===== src/rtl/forward_source.sv =====
// EX/MEM and MEM/WB forwarding sources plus WB write port. EX->expro is 1 cycle, EX->mempro/WB is 2 cycles.
// Stop or flush turn the EX slot into a bubble; MEM/WB always advances, and stall cycles are counted with saturation.
module forward_source #(
   parameter int CNT_W = 16
) (
   input  logic             clk,
   input  logic             rst_n,
   input  logic [4:0]       input_rd_addr,
   input  logic [31:0]      input_alu_data,
   input  logic             input_reg_write,
   input  logic             input_mem_read,
   input  logic [31:0]      input_mem_data,
   input  logic             input_stop,
   input  logic             input_flush,
   output logic [4:0]       output_expro_addr,
   output logic [31:0]      output_expro_data,
   output logic [4:0]       output_mempro_addr,
   output logic [31:0]      output_mempro_data,
   output logic             output_wb_en,
   output logic [4:0]       output_wb_addr,
   output logic [31:0]      output_wb_data,
   output logic             output_load_pending,
   output logic [CNT_W-1:0] output_stall_count
);

   logic [4:0]       em_rd;
   logic [31:0]      em_data;
   logic             em_wen;
   logic             em_load;
   logic [4:0]       mw_rd;
   logic [31:0]      mw_data;
   logic             mw_wen;
   logic [CNT_W-1:0] stall_cnt;
   logic             bubble;

   assign bubble = input_stop | input_flush;

   always_ff @(posedge clk or negedge rst_n) begin
      if (!rst_n) begin
         em_rd     <= '0;
         em_data   <= '0;
         em_wen    <= 1'b0;
         em_load   <= 1'b0;
         mw_rd     <= '0;
         mw_data   <= '0;
         mw_wen    <= 1'b0;
         stall_cnt <= '0;
      end else begin
         if (bubble) begin
            em_rd   <= '0;
            em_data <= '0;
            em_wen  <= 1'b0;
            em_load <= 1'b0;
         end else begin
            em_rd   <= input_rd_addr;
            em_data <= input_alu_data;
            em_wen  <= input_reg_write & (input_rd_addr != 5'd0);
            em_load <= input_mem_read;
         end
         // MEM/WB never stalls: the load drains on the stop cycle, so the consumer's stop lasts one cycle.
         mw_rd   <= em_rd;
         mw_data <= em_load ? input_mem_data : em_data;
         mw_wen  <= em_wen & (em_rd != 5'd0);
         if (input_stop && (stall_cnt != {CNT_W{1'b1}}))
            stall_cnt <= stall_cnt + CNT_W'(1);
      end
   end

   // A load's address is published with zero data so the consumer detects the hazard and stops.
   assign output_expro_addr   = em_wen ? em_rd : 5'd0;
   assign output_expro_data   = em_load ? 32'd0 : em_data;
   assign output_mempro_addr  = mw_wen ? mw_rd : 5'd0;
   assign output_mempro_data  = mw_data;
   assign output_wb_en        = mw_wen;
   assign output_wb_addr      = mw_rd;
   assign output_wb_data      = mw_data;
   assign output_load_pending = em_load & em_wen;
   assign output_stall_count  = stall_cnt;

endmodule


===== config.mk =====
export PLATFORM = sky130hd
export DESIGN_NAME = forward_source
export DESIGN_NICKNAME = d
export VERILOG_FILES = /design/src/rtl/forward_source.sv
export SDC_FILE = /design/constraint.sdc
export NUM_CORES = 1
export LEC_CHECK = 0
export CAP_MARGIN = 5
export CORE_ASPECT_RATIO = 0.9
export CORE_UTILIZATION = 39
export DETAILED_ROUTE_END_ITERATION = 8
export PLACE_DENSITY = 0.8
export SLEW_MARGIN = 25
export SYNTH_ARGS = -nofsm -noshare
export SYNTH_HDL_FRONTEND = slang
export SYNTH_SLANG_ARGS = --single-unit

===== constraint.sdc =====
create_clock -name clk -period 2.08 [get_ports clk]
set_clock_uncertainty 0.2 [all_clocks]
set_input_delay 0.416 -clock clk [delete_from_list [all_inputs] [get_ports clk]]
set_output_delay 0.416 -clock clk [all_outputs]
set_load 0.01 [all_outputs]

* Word level (Yosys, flattened, before mapping)
Index checks and enable logic that the tools add are counted. W data, S select, Z words.
Word-level totals: register bits 93, input bits 75, output and inout bits 129, logic and storage cells 25
Operators by class: add/sub/neg operators 1, equality and inequality tests 1, multiplexer cells 8, bitwise logic cells 4, reductions and logical operators 3
Operators with widths (count):
- $mux W32 | 3
- $add A16 B1 Y16 const B | 1
- $ne A16 B16 Y1 const B | 1
- $mux W5 | 3
- $reduce_bool A5 Y1 | 2
- $and A1 B1 Y1 | 3
- $mux W1 | 2
- $logic_and A1 B1 Y1 | 1
- $or A1 B1 Y1 | 1

* Logic depth before layout (Yosys ltp)
depth after elaboration 3, depth in mapped cells 5, gate-level depth less buffers 5

* Worst setup path before layout
OpenSTA, ideal clock, no wires.
kind register to register, start register stall_cnt[4], in the netlist output_stall_count[4], end register stall_cnt[1], in the netlist output_stall_count[1], setup time 0.125 ns, arrival time 1.607 ns, data required time 1.755 ns, path slack 0.148 ns, stages on the path, launching flop included 6, buffers on the path 1, clock period less this slack 1.932 ns, cells stage by stage dfrtp_1 buf_2 nand4_4 nor4_4 or2b_2 mux2_2
Between the ends: longest elaborated chain between the ends 2
Ends and longest elaborated chain:
- start, declared | line 33 | logic [CNT_W-1:0] stall_cnt;
- start signal, assigned | line 65 | stall_cnt <= stall_cnt + CNT_W'(1);
- $ne A16 B16 Y1 | line 64 | if (input_stop && (stall_cnt != {CNT_W{1'b1}}))
- $logic_and A1 B1 Y1 | line 64
No other way between the ends. A chain may end at the register's enable or synchronous reset.

* Worst setup path after layout
start register em_load, end output output_expro_data[21]
Between the ends: longest elaborated chain between the ends 1
Ends and longest elaborated chain:
- start, declared | line 29 | logic em_load;
- start signal, assigned | line 58 | em_load <= input_mem_read;
- $mux W32 | line 71 | assign output_expro_data = em_load ? 32'd0 : em_data;
- end, declared | line 16 | output logic [31:0] output_expro_data,
No other way between the ends.

==> flow_metrics.tcl <==
set metrics [dict create \
    status "finished with violations" \
    violations "setup timing" \
    synth_top_flop_cell "dfrtp_1" \
    multi_input_area_um2 1348 \
    vdd_drop_max_mv 0.5696 \
    gp_congestion 0.8579 \
    nets 592 \
    cts_max_path_buffers 2 \
    hp-start "em_rd[0]" \
    ys_seq_area_frac 0.6074 \
    drt-total-wl_um 10950 \
    num_rows 33 \
    num_vias 3043 \
    rsz0062_at_grt "true" \
    die-area_um2 10220 \
    routedWlPerCell_um 17.03 \
    initial_core_util 0.4106 \
    track_usage 0.2124 \
    cts_sinks 93 \
    drv_slew 0 \
    wl_met2_um 5791 \
    layout_setup_ws_ns -0.01202 \
    port_buffers 203 \
    grt_overflow 0 \
    ant_nets 0 \
    synth_edf_count 0 \
    netlist_instances 314 \
    n_antenna_cell 0 \
    fill_cells 716 \
    endpoint_kind "primary output" \
    slew_headroom 0.7924 \
    path_class "reg2out" \
    fmax_ghz 0.4780 \
    r2r_start "output_stall_count[0]" \
    cts-buffers-inserted 9 \
    grt_pass1_wl_um 16430 \
    syn_nets 390 \
    num_io_pins 204 \
    crit_start "em_load" \
    cts_max_level 3 \
    cts_tree "built" \
    fp.dieW_um 106.5 \
    fin_util 0.6762 \
    via_per_inst 4.733 \
    ys_ff_latch 93 \
    cts_root_buffer "clkbuf_8" \
    met3WireLength_um 659 \
    required_ns 1.46 \
    power.leakage_uw 0.003319 \
    yosys_warnings 0 \
    cp.arrival_ns 1.48 \
    maxCapViolCount 0 \
    clk_latency_ns 0.35 \
    holdWs_ns 0.1971 \
    cp_max_fo 17 \
    areaGrowthSynthToFinish_pct 64.70 \
    antenna_found_initial 0 \
    hold_violations 0 \
    setup_viol 2 \
    placeableCoreArea_um2 9331 \
    drt-met1-wl_um 4400 \
    drc 0 \
    firstDrtPassIters 4 \
    finalCriticalPeriod_ns 2.092 \
    first_iter_violations 59 \
    startpoint_type "flip-flop" \
    avgSynthCellArea_um2 12.20 \
    seqCellArea_um2 2330 \
    synth-async-reset-ratio 1.000 \
    clk_pin_slew_worst_paths_ns 0.09 \
    die_h_um 96.03 \
    hold_class "reg2reg" \
    power.density_nw_per_um2 688.8 \
    top_layer "met4" \
    dp_hpwl_um 7894 \
    worst_pin_slew_ns 0.3075 \
    syn_area_um2 3831 \
    grt_max_degree 40 \
    post-route-period-util 1.006 \
    grt_pass1_vias 3159 \
    drive_gt1_frac 0.2131 \
    synthDistinctLibCells 38 \
]
cells in the final DEF (no fill, tap or decap), drive strengths merged, types with 3 or more instances in the layout:
cell type / Yosys / routed
clkdlybuf4s50: 0 / 157
dfrtp: 93 / 93
buf: 36 / 53
and2: 49 / 49
a21o: 32 / 32
nor2b: 32 / 32
clkbuf: 9 / 17
dlymetal6s2s: 0 / 11
nand4: 8 / 8
xor2: 6 / 6
nand2: 5 / 5
dlygate4sd2: 0 / 5
nor2: 5 / 5
clkdlybuf4s15: 0 / 5
xnor2: 4 / 4
a31oi: 4 / 4
and4: 3 / 3
and3: 3 / 3
nor4: 3 / 3
per-layer routing:
layer,vias up,track usage
met1,1502,0.2511
met2,118,0.3945
li1,1411,-
met3,12,0.05010
met4,0,0.04909
met5,-,0
worst max-delay path, stage by stage (launching register included):
cell and delay (ns):
dfrtp_2 0.43, buf_12 0.14, buf_16 0.17, nor2b_2 0.15, clkdlybuf4s15_2 0.24
cells by family (layout without fill, tap and decap cells):
group / count (synthesis) / count (layout) / synth area share
xor+xnor: 10 / 10 / 0.02286
fa+ha+maj: 1 / 1 / 0.003265
simple gates: 117 / 117 / 0.1973
buf+inv: 46 / 253 / 0.07740
compound gates: 45 / 45 / 0.08622
flops: 93 / 93 / 0.6074
mux: 2 / 2 / 0.005552
final cells by class:
| type | instances | area share |
|---|---|---|
| repair buffers | 236 | 0.3603 |
| multi-input cells | 175 | 0.2136 |
| well taps | 122 | 0.02419 |
| clock inverters | 3 | 0.006940 |
| flip-flops and latches | 93 | 0.3692 |
| clock buffers | 13 | 0.02518 |
| inverters | 1 | 0.0005949 |
repair_timing:
item                       4_1_cts  5_1_grt
cloned                           0        1
resized for setup              105       61
setup endpoints to repair       41       40
hold endpoints to repair        19        0
setup buffers                    4        4
hold buffers                     1        0
metrics by stage:
stage	setup WS, ns	TNS [ns]	power, µW	cells	area [µm²]
after floorplan	0.1481	0	2480	314	3831
after global placement	0.01805	0	3071	617	5947
after detailed placement	-0.03613	-0.04456	3101	617	5947
after CTS	-0.08199	-0.5745	4357	638	6256
after global routing	-0.06397	-0.2597	4556	643	6310
final	-0.01202	-0.01854	4347	643	6310
worst paths after layout:
check / endpoint / slack (ns) / depth (start not counted)
setup / recovery: output_expro_data[21] / -0.01 / 4
hold / removal: output_wb_addr[0] / 0.20 / 0
setup reg to reg: output_stall_count[9] / 0.17 / 6
hold reg to reg: output_wb_addr[0] / 0.20 / 0
max in group asynchronous: em_data[0] / 0.75 / 3
min in group asynchronous: output_stall_count[11] / 0.30 / 2
Yosys cell counts, types with 2 or more instances:
cell      count  area [µm²]
a21oi_1       2       10.01
dfrtp_1      93        2327
clkbuf_1      9       33.78
buf_4        32       240.2
and4_1        3       26.28
nand4_1       7       43.79
and2_1       49       306.5
nor3_1        2       10.01
a21o_1       32       240.2
xnor2_1       4       35.03
and3_1        3       18.77
xor2_1        6       52.55
nor2_1        5       18.77
nor2b_1      32       200.2
nand3_1       2       10.01
buf_2         3       15.01
nand2_1       5       18.77
o21a_1        2       15.01
a31oi_1       4       25.02
report_power, final:
| group | leakage (µW) | internal [µW] | switching (µW) | total [µW] |
|---|---|---|---|---|
| combinational | 0.00198 | 617 | 446 | 1060 |
| clock | 0.000104 | 624 | 605 | 1230 |
| sequential | 0.00124 | 1940 | 110 | 2050 |
| total | 0.00332 | 3190 | 1160 | 4350 |
sequential cells by signal, summed over array words and instances, names as in the netlist:
signal / count
em_data: 32
em_load: 1
em_rd: 5
em_wen: 1
output_mempro_data: 32
output_stall_count: 16
output_wb_addr: 5
output_wb_en: 1
Note: power is estimated with default switching activity, not from simulation.
